===== src/rtl/pipe_reg_chain.sv =====
// pipe_reg_chain: valid/ready register chain with bubble collapse, flush and a registered occupancy count.
module pipe_reg_chain #(
   parameter int WIDTH = 64,
   parameter int DEPTH = 3,
   parameter logic [WIDTH-1:0] RESET_VAL = '0
) (
   input  logic                       clk,
   input  logic                       reset,
   input  logic                       flush,
   input  logic                       in_valid,
   output logic                       in_ready,
   input  logic [WIDTH-1:0]           in_data,
   output logic                       out_valid,
   input  logic                       out_ready,
   output logic [WIDTH-1:0]           out_data,
   output logic [$clog2(DEPTH+1)-1:0] count
);
   localparam int CW = $clog2(DEPTH+1);
   logic [DEPTH-1:0] valid, adv, feed;
   logic [WIDTH-1:0] data [DEPTH];
   logic [WIDTH-1:0] src [DEPTH];
   logic free, in_fire;
   // Walk from the output end: a stage may move when everything ahead of it leaves a hole or drains.
   always_comb begin
      free = out_ready;
      for (int k = DEPTH - 1; k >= 0; k--) begin
         adv[k] = valid[k] && free;
         free = !valid[k] || free;
      end
   end
   assign in_ready = !flush && free;
   assign in_fire = in_valid && in_ready;
   always_comb begin
      feed[0] = in_fire;
      src[0] = in_data;
      for (int k = 1; k < DEPTH; k++) begin
         feed[k] = adv[k-1];
         src[k] = data[k-1];
      end
   end
   always_ff @(posedge clk) begin
      if (reset) begin
         valid <= '0;
         count <= '0;
         for (int k = 0; k < DEPTH; k++) data[k] <= RESET_VAL;
      end else if (flush) begin
         valid <= '0;
         count <= '0;
      end else begin
         valid <= (valid & ~adv) | feed;
         count <= count + CW'(in_fire) - CW'(adv[DEPTH-1]);
         for (int k = 0; k < DEPTH; k++) if (feed[k]) data[k] <= src[k];
      end
   end
   assign out_valid = valid[DEPTH-1];
   assign out_data = data[DEPTH-1];
endmodule


===== config.mk =====
export PLATFORM = sky130hd
export DESIGN_NAME = pipe_reg_chain
export DESIGN_NICKNAME = d
export VERILOG_FILES = /design/src/rtl/pipe_reg_chain.sv
export SDC_FILE = /design/constraint.sdc
export NUM_CORES = 1
export LEC_CHECK = 0
export ABC_AREA = 1
export BUFFER_PORTS_ARGS = -buffer_cell sky130_fd_sc_hd__clkbuf_2
export CAP_MARGIN = 0
export CORE_MARGIN = 4
export CORE_UTILIZATION = 37
export CTS_CLUSTER_SIZE = 10
export DETAILED_ROUTE_END_ITERATION = 10
export PLACE_DENSITY_LB_ADDON = 0.12
export SYNTH_ARGS = -nofsm -noshare
export SYNTH_HDL_FRONTEND = slang
export SYNTH_SLANG_ARGS = --single-unit

===== constraint.sdc =====
create_clock -name clk -period 7.56 [get_ports clk]
set_input_delay 0.756 -clock clk [delete_from_list [all_inputs] [get_ports clk]]
set_output_delay 0.756 -clock clk [all_outputs]
set_load 0.1 [all_outputs]

==> results of run 1 <==
[report_power, final]
group | switching (mW) | internal [mW] | total, mW
Clock | 0.416 | 0.442 | 0.858
Combinational | 0.222 | 0.0500 | 0.272
Sequential | 0.0153 | 1.26 | 1.28
Total | 0.654 | 1.75 | 2.41
[logic make-up after synthesis]
logic type / after synthesis / synth area share, %
adder cells (fa/ha/maj): 2 / 0.267
AND/OR/NAND/NOR: 17 / 1.13
buffers and inverters: 308 / 18.2
XOR/XNOR: 1 / 0.0934
flip-flops: 197 / 62.6
AO/OA/AOI/OAI: 198 / 17.8
[critical path, stage by stage]
cell and delay (ns):
clkbuf_2 0.09, inv_1 0.08, nand2_2 0.08, nor2_2 0.24, nor2_4 0.06, nor2_4 0.07, buf_4 0.70, buf_12 0.69
a21oi_1 0.16
[path summary, 6_finish.rpt]
check                               start           to  slack, ns  depth (start not counted)
worst max-delay path            out_ready  data[0][63]       4.54                          9
worst min-delay path             valid[1]     valid[2]       0.54                          2
worst max register to register   valid[2]  data[0][63]       4.64                          7
worst min register to register   valid[1]     valid[2]       0.54                          2
[placed cells by master, fill, tap and decap left out, types with 2 or more instances in the layout]
cell type / Yosys / final
a21oi_1: 15 / 15
a21oi_2: 180 / 180
buf_12: 11 / 2
buf_4: 64 / 4
clkbuf_16: 0 / 17
clkbuf_2: 0 / 136
clkinv_4: 0 / 2
clkinvlp_4: 0 / 5
dfxtp_1: 5 / 5
edfxtp_1: 192 / 192
ha_1: 2 / 2
inv_1: 201 / 201
inv_6: 0 / 2
inv_8: 0 / 4
nand2_1: 7 / 6
nand2_2: 2 / 2
nand4_1: 2 / 2
nor2_4: 4 / 4
o21ai_4: 0 / 2
[routing by layer]
layer / wire length [um] / GRT usage (%) / vias to the layer above
li1: - / - / 2392
met1: 6870 / 14.2 / 2236
met2: 7770 / 18.8 / 89
met5: 0 / 0 / -
met4: 233 / 4.52 / 0
met3: 542 / 2.71 / 11
[metrics by stage]
| stage | power [mW] | cell area [sq um] | setup WS [ns] | util, % | cells |
|---|---|---|---|---|---|
| after floorplan | 1.55 | 9380 | 1.45 | - | 723 |
| after global placement | 1.57 | 9620 | 4.22 | 39.1 | 1083 |
| after detailed placement | 1.58 | 9620 | 4.13 | 39.1 | 1083 |
| after CTS | 2.44 | 10200 | 4.60 | 41.4 | 1115 |
| after global routing | 2.51 | 10200 | 4.36 | 41.4 | 1115 |
| final | 2.41 | 10200 | 4.54 | 41.4 | 1115 |
[final cells by class]
cell class	count	area share [%]
multi-input cells	218	18.0
clock buffers	19	4.35
clock inverters	13	1.16
repair buffers	142	7.38
inverters	202	7.45
flip-flops and latches	197	57.6
well taps	324	3.98
[state kept, by name, indices dropped and copies added (netlist names)]
register	count
count	2
data	192
valid	3
==> metrics.sh, run 1 <==
ROUTED_VIAS=4728
SYN_NETS=794
PLACE.PORT_BUFFERS=136
MAX_CLOCK_FREQ_MHz=331
FF_LATCH_AREA_SQ_UM=5870
FIRST_GLOBAL_VIAS=4910
CTS-RESIZED-GATES=0
GRT_SETUP_UNREPAIRED='false'
NUM_IO_PINS=137
AREA_DELTA_SYNTH_FINAL_PCT=8.56
FP-ROW-COUNT=57
LAYOUT_CELLS_SIZED_ABOVE_1_PCT=46.0
DIE_H_UM=167
CRITPATHREQUIREDTIME_NS=7.71
POST-SYNTH-TOP-COUNT-CELL='inv_1'
CLK_PIN_SLEW_NS=0.08
DETAILEDPLACEMENTHPWL_MM=9.26
CLOCK-SINKS=197
YS_FF_LATCH=197
TIMING.FINAL.HOLD_VIOLATIONS=0
REPORT.FINAL.SLEW_VIOL_COUNT=0
END_KIND='flop'
INITIAL_UTILIZATION_PCT=38.1
CLOCK_INSERTION_DELAY_WORST_SKEW_NS=0.42
P_LEAK_nW=4.07
DRT-PASS1-ITER-COUNT=4
ROOT_BUFFER='clkbuf_16'
CRITICAL_SETUP_PATH_CLASS='input port to flop'
CRITICAL_PATH_PEAK_FANOUT=136
FINAL_ANTENNA_NET_COUNT=0
POST-SYNTH-TOP-AREA-CELL='edfxtp_1'
DIEAREA_SQ_UM=27900
RUN_STATUS='completed'
ASYNC_RESET_FF_SHARE_PCT=0
FINALSETUPVIOLATIONS=0
ANTENNA_DIODES=0
MIN_PERIOD_NS=3.02
YOSYSSEQAREASHARE_PCT=62.6
DETAIL_ROUTE.ITER0.VIOLATIONS=238
CTS_BUFFER_DEPTH=2
MULTI_INPUT_AREA_SQ_UM=1840
YOSYS.AREA.TOP_TYPE_SHARE_PCT=61.5
GRT_USAGE_PCT=11.3
FIN_SETUP_TNS_NS=0
POSTCTSSETUPREPAIRBUFS=0
WORST_EP_ARRIVAL_TIME_NS=3.17
MAXCAPVIOLCOUNT=0
SYNTH_TOP_FLOP_CELL='edfxtp_1'
FILLCELLCOUNT=2388
SYN_AREA_PER_CELL_SQ_UM=13.0
POST_DRT_WL_PER_CELL_UM=13.8
POSTSYNTHCELLCOUNT=723
SYNTH.CELL_AREA_SQ_UM=9380
CHIPWIDTH_UM=167
WORST_HOLD_PATH_TYPE='flop to flop'
CP_STARTPOINT_KIND='input port'
CELLPOWERDENSITY_nW_PER_UM2=236
MAX_SLEW_MARGIN_PCT=28.2
SYNTH-EDFF-COUNT=192
PLACE.GP.CONGESTION=0.775
HOLD_WS_NS=0.541
NUMBER_OF_ANTENNA_VIOLATIONS_AT_THE_FIRST_CHECK_IN_GLOBAL_ROUTING=0
LAYOUT_WORST_PATH_CYCLE_SHARE_PCT=39.9
DRT_WL_TOTAL_MM=15.4
HTREE_NUM_LEVELS=4
TIGHTESTPINTRANSITION_NS=1.08
CTS-BUFFERS-INSERTED=17
SYNTH_TOP_CELLS_BY_COUNT='inv_1 (201), edfxtp_1 (192), a21oi_2 (180), buf_4 (64), buf_2 (21)'
PIN_COUNT_OF_THE_BIGGEST_NET_ENTERING_GLOBAL_ROUTING=137
CTS_HOLD_REPAIR.BUFFERS=0
YOSYS-TOP-CELLS-AREA='edfxtp_1 (61%), a21oi_2 (17%), inv_1 (8.0%)'
FLOORPLAN.CORE_AREA_SQ_UM=24600
GRT_FIRST_PASS_WIRELENGTH_MM=25.5
VDD_DROP_MAX_V=0.000104
TRITONCTS='done'
POST-ROUTE-DRC-COUNT=0
VIA_PER_INST=4.24
YOSYS.CELL_TYPES.COUNT=20
FINAL_NETS=849
FINAL.SETUP_SKEW_NS=0.0143
GR-TOTAL-OVERFLOW=0
YOSYSWARNINGCOUNT=0
(Power assumes the default switching activity.)
==> run 2, diff against run 1 <==
- clock period: 7.56 -> 2.7 ns (I/O delays scaled with it)
==> run 2 against run 1 <==
  * Count of clock-buffer cells in the layout is 2 lower
  * Global-route usage is 0.12 points higher
  * Largest power group unchanged
  * Sequential share of layout area is 0.80 points lower
  * Cell area is 1.4% higher
  * Register-to-register slack worse by 3.9 ns
  * Non-clock buffer count is 8 higher
  * Hold slack worse by 0.40 ns
==> metrics.sh, run 2 (same netlist as run 1, synthesis figures left out) <==
BIGGESTREGSBYFLOPS='data x192, valid x3, count x2'
FINAL.SETUP_SKEW_NS=0.0100
VDD_DROP_MAX_V=0.000291
LAYOUT_WORST_PATH_CYCLE_SHARE_PCT=72.1
CTS-BUFFERS-INSERTED=17
VIA_PER_INST=4.21
DRT_WL_TOTAL_MM=15.3
CRITICAL_SETUP_PATH_CLASS='flop to flop'
CELLPOWERDENSITY_nW_PER_UM2=667
HOLD_PATH_STARTPOINT='in_data[51]'
CTS_HOLD_REPAIR.BUFFERS=0
NUM_IO_PINS=137
PLACE.GP.CONGESTION=0.764
MAXCAPVIOLCOUNT=0
FP-ROW-COUNT=57
CRIT_BUF_INV=1
ANTENNA_DIODES=0
CRITPATHREQUIREDTIME_NS=2.69
FIRST_GLOBAL_VIAS=4932
PLACE.DETAILED.INSTANCES=1091
MIN_PERIOD_NS=1.95
DIE_H_UM=167
PRE_CTS_WS_NS=0.687
WORSTREG2REGSTART='valid[1]'
POST-ROUTE-DRC-COUNT=0
TIGHTESTPINTRANSITION_NS=0.873
CTS-RESIZED-GATES=0
GRT_SETUP_UNREPAIRED='false'
CTS_BUFFER_DEPTH=2
DRT-PASS1-ITER-COUNT=4
MAX_CLOCK_FREQ_MHz=514
FINAL_NETS=857
MAX_SLEW_MARGIN_PCT=41.8
LAYOUT_COMMONEST_CELL='inv_1'
FINALWORSTSETUPSLACK_NS=0.753
PLACE.PORT_BUFFERS=136
AREA_DELTA_SYNTH_FINAL_PCT=10.1
TIMING.FINAL.HOLD_VIOLATIONS=0
POST_DRT_WL_PER_CELL_UM=13.6
HOLD_WS_NS=0.138
WORST_EP_ARRIVAL_TIME_NS=1.93
GRT_USAGE_PCT=11.4
FIN_SETUP_TNS_NS=0
NUMBER_OF_ANTENNA_VIOLATIONS_AT_THE_FIRST_CHECK_IN_GLOBAL_ROUTING=0
WORST_HOLD_PATH_TYPE='input port to flop'
MAX_FFS_PER_REGISTER=192
WORST_PATH_MAX_DELAY_CELL='nand2_4'
PIN_COUNT_OF_THE_BIGGEST_NET_ENTERING_GLOBAL_ROUTING=91
CLK_PIN_SLEW_NS=0.08
CLOCK_INSERTION_DELAY_WORST_SKEW_NS=0.43
LAYOUT_CELLS_SIZED_ABOVE_1_PCT=46.9
TRITONCTS='done'
END_KIND='flop'
FINALSETUPVIOLATIONS=0
FINAL_CELLS=1123
POSTCTSSETUPREPAIRBUFS=0
REG2REG_SLACK_NS=0.75
CRITICAL_PATH_PEAK_FANOUT=64
CRITICAL-PATH-MAX-STAGE-DELAY_NS=0.48
FLOORPLAN.CORE_AREA_SQ_UM=24600
CHIPWIDTH_UM=167
REGMOSTFLOPS='data'
ROOT_BUFFER='clkbuf_16'
P_LEAK_nW=4.15
DETAIL_ROUTE.ITER0.VIOLATIONS=204
GR-TOTAL-OVERFLOW=0
FINAL_ANTENNA_NET_COUNT=0
CP_STARTPOINT_KIND='flop'
LAYOUT.CELLS.MOST_COMMON_LIST='inv_1 (200), edfxtp_1 (192), a21oi_2 (180)'
CRIT_PATH_START='valid[1]'
ROUTED_VIAS=4723
INITIAL_UTILIZATION_PCT=38.1
CRITICAL-PATH-TOP-CELL-BY-COUNT='nand2_1'
GRT_FIRST_PASS_WIRELENGTH_MM=25.7
DETAILEDPLACEMENTHPWL_MM=9.82
PATH_CELLS='nand4_1 -> nand2_1 -> clkinvlp_4 -> nand2_1 -> nand2_4'
RUN_STATUS='completed'
DIEAREA_SQ_UM=27900
CLOCK-SINKS=197
REPORT.FINAL.SLEW_VIOL_COUNT=0
CPLARGESTDELAYFAMILY='simple AND/OR/NAND/NOR gates'
HTREE_NUM_LEVELS=4
run 2: cell count changes in the layout (fill, tap and decap cells not counted), sizes merged:
cell	before	now
buf	6	14
clkinv	2	6
clkinvlp	5	2
clkbuf	155	153
bufinv	0	1
run 2: report_power, final:
group | switching [mW] | leakage, nW | internal [mW]
clock network | 1.22 | 0.289 | 1.32
registers | 0.0424 | 2.04 | 3.53
logic | 0.625 | 1.81 | 0.148
total | 1.89 | 4.15 | 4.99
run 2: worst paths after layout:
kind | to | cells past startpoint
max | data[0][63] | 5
min | data[0][51] | 3
max reg2reg | data[0][63] | 5
min reg2reg | valid[2] | 2
run 2: final cells by class:
cell class	count	area, sq um
Sequential cell	197	5870
Inverter	202	762
Fill cell	2313	14300
Multi-Input combinational cell	218	1840
Tap cell	324	405
Clock inverter	15	165
Timing Repair Buffer	150	861
Clock buffer	17	425
run 2: worst reg2reg max path: stages, from the launching register on:
cell and delay (ns):
dfxtp_1 0.38, nand4_1 0.17, nand2_1 0.16, clkinvlp_4 0.11
nand2_1 0.15, nand2_4 0.48
run 2: stage by stage:
stage	total power, mW	util (%)	area [sq um]
2_1_floorplan	4.32	-	9410
3_3_place_gp	4.41	39.6	9730
3_5_place_dp	4.43	39.6	9730
4_1_cts	6.98	42.0	10300
5_1_grt	7.16	42.0	10300
6_report	6.89	42.0	10300
run 2: per-layer routing:
layer	part of all wire [%]	GRT usage (%)	vias to the layer above
met5	0	0	-
met4	1.7	4.06	0
met3	4.2	3.14	17
met2	48	18.2	85
met1	46	15.0	2211
li1	-	-	2410
==> run 3, diff against run 2 <==
- clock period: 2.7 -> 1.58 ns (I/O delays scaled with it)
==> run 3 against run 2 <==
  * The run now ends with negative setup slack left
  * Flip-flop and latch count is the same
  * Non-clock buffer count rose by 51
  * Count of clock-buffer cells in the layout did not move
  * Largest power group unchanged
  * Sequential power rose by 71%
  * Cell area up 9.6%
  * Clock power increased by 63%
  * Maximum frequency up 20%
  * Via count grew 4.8%
  * Sequential share of layout area shrank 5.0 points
  * Die area unchanged
==> metrics.sh, run 3 (same netlist as run 1, synthesis figures left out) <==
FINAL_NETS=908
END_KIND='flop'
BIGGESTREGSBYFLOPS='data x192, valid x3, count x2'
TIGHTESTPINTRANSITION_NS=0.597
DETAIL_ROUTE.ITER0.VIOLATIONS=192
PATH_CELLS='nand4_1 -> buf_4 -> nand4_1 -> buf_6 -> clkbuf_16 -> buf_16 -> a21oi_1'
FINALWORSTSETUPSLACK_NS=-0.0468
GRT_USAGE_PCT=11.7
PIN_COUNT_OF_THE_BIGGEST_NET_ENTERING_GLOBAL_ROUTING=36
LAYOUT_COMMONEST_CELL='inv_1'
CLK_PIN_SLEW_NS=0.08
DIE_H_UM=167
ANTENNA_DIODES=0
VIA_PER_INST=4.22
FINAL_ANTENNA_NET_COUNT=0
FLOORPLAN.CORE_AREA_SQ_UM=24600
FP-ROW-COUNT=57
DIEAREA_SQ_UM=27900
ROOT_BUFFER='clkbuf_16'
WORST_HOLD_PATH_TYPE='input port to flop'
REGMOSTFLOPS='data'
CRITPATHREQUIREDTIME_NS=1.76
FIRST_GLOBAL_VIAS=5062
AREA_DELTA_SYNTH_FINAL_PCT=20.7
CTS-BUFFERS-INSERTED=17
CHIPWIDTH_UM=167
POST-ROUTE-DRC-COUNT=0
LAYOUT_WORST_PATH_CYCLE_SHARE_PCT=103
DRT-PASS1-ITER-COUNT=6
FIN_SETUP_TNS_NS=-1.29
MAX_CLOCK_FREQ_MHz=615
DETAILEDPLACEMENTHPWL_MM=10.9
CRITICAL-PATH-TOP-CELL-BY-COUNT='nand4_1'
NUM_IO_PINS=137
CLOCK_INSERTION_DELAY_WORST_SKEW_NS=0.43
DRT_WL_TOTAL_MM=17.1
RUN_STATUS='finished, violations left'
FILLCELLCOUNT=2232
WORST_EP_ARRIVAL_TIME_NS=1.80
GRT_FIRST_PASS_WIRELENGTH_MM=26.1
CELLPOWERDENSITY_nW_PER_UM2=1040
CTS_BUFFER_DEPTH=2
GR-TOTAL-OVERFLOW=0
FINAL.SETUP_SKEW_NS=0.0108
FINAL_CELLS=1174
MAX_FFS_PER_REGISTER=192
P_LEAK_nW=4.62
PLACE.GP.CONGESTION=0.738
VDD_DROP_MAX_V=0.000497
TOTALPOWERFINAL_mW=11.8
VIOLATIONS='negative setup slack'
INITIAL_UTILIZATION_PCT=38.1
FINALSETUPVIOLATIONS=64
LAYOUT_CELLS_SIZED_ABOVE_1_PCT=51.4
MAXCAPVIOLCOUNT=0
CRITICAL_SETUP_PATH_CLASS='flop to flop'
LAYOUT.CELLS.MOST_COMMON_LIST='inv_1 (198), edfxtp_1 (192), a21oi_2 (181)'
TIMING.FINAL.HOLD_VIOLATIONS=0
CRITICAL-PATH-MAX-STAGE-DELAY_NS=0.35
CLOCK-SINKS=197
CPLARGESTDELAYFAMILY='buffers and inverters'
CRIT_BUF_INV=4
ROUTED_VIAS=4949
TRITONCTS='done'
NUMBER_OF_ANTENNA_VIOLATIONS_AT_THE_FIRST_CHECK_IN_GLOBAL_ROUTING=0
PLACE.DETAILED.INSTANCES=1112
HTREE_NUM_LEVELS=4
MIN_PERIOD_NS=1.63
POST_DRT_WL_PER_CELL_UM=14.6
PLACE.PORT_BUFFERS=136
REPORT.FINAL.SLEW_VIOL_COUNT=0
CRITICAL_PATH_PEAK_FANOUT=16
MAX_SLEW_MARGIN_PCT=60.4
CP_STARTPOINT_KIND='flop'
GRT_SETUP_UNREPAIRED='true'
WORST_PATH_MAX_DELAY_CELL='dfxtp_2'
## run 3: changes by cell type in the layout (fill, tap and decap cells not counted), moves of 3 or more
| cell | before | now |
|---|---|---|
| buf_12 | 6 | 25 |
| buf_4 | 8 | 18 |
| buf_6 | 0 | 4 |
| clkinvlp_4 | 2 | 5 |
| clkinv_4 | 4 | 1 |
| buf_16 | 0 | 5 |
| nand2_1 | 6 | 3 |
| clkbuf_16 | 17 | 28 |
## run 3: report_power, final
group          internal [mW]  switching, mW
registers               6.02         0.0765
clock network           2.09           2.05
logic                  0.413           1.12
total                   8.52           3.24
## run 3: worst paths after layout
kind | startpoint | to | slack [ns] | cells after the start
max | valid[0] | data[0][175] | -0.05 | 7
min | in_data[58] | data[0][58] | 0.03 | 3
max reg2reg | valid[0] | data[0][175] | -0.05 | 7
min reg2reg | data[0][83] | data[0][147] | 0.55 | 2
## run 3: what timing repair did
item                                    4_1_cts  5_1_grt
hold buffers                                  1        0
endpoints found under the setup margin        3      274
setup buffers                                 3       11
pin swaps                                     4        5
cloned                                        0       15
resized for setup                             5       19
endpoints found under the hold margin         1        0
## run 3: area by class of cell
| cell class | count | area, sq um | area share (%) |
|---|---|---|---|
| timing repair buffer | 201 | 1810 | 16.0 |
| multi-input combinational | 218 | 1900 | 16.8 |
| inverter | 202 | 762 | 6.73 |
| clock inverter | 15 | 143 | 1.26 |
| tap | 324 | 405 | 3.58 |
| sequential | 197 | 5870 | 51.9 |
| clock buffer | 17 | 425 | 3.76 |
## run 3: per-layer routing
metal | global-route usage (%) | wire (um) | vias to the layer above
li1 | - | - | 2520
met3 | 2.57 | 594 | 17
met1 | 14.5 | 7480 | 2317
met4 | 5.01 | 320 | 0
met2 | 19.7 | 8740 | 95
met5 | 0 | 0 | -
## run 3: through the flow
step                      instance area [sq um]  worst slack (ns)  utilization, %  hold WS [ns]
final                                     11300           -0.0468            46.0        0.0264
after global routing                      11300            -0.101            46.0        0.0140
after CTS                                 10800           -0.0229            43.9      0.000411
after detailed placement                  10200           -0.0887            41.4         0.465
after global placement                    10200            0.0211            41.4         0.462
after floorplan                            9460            -0.753               -         0.317
## run 3: worst min-delay path, cell delays in order
cell and delay (ns):
clkbuf_2 0.07, inv_1 0.04, a21oi_2 0.08
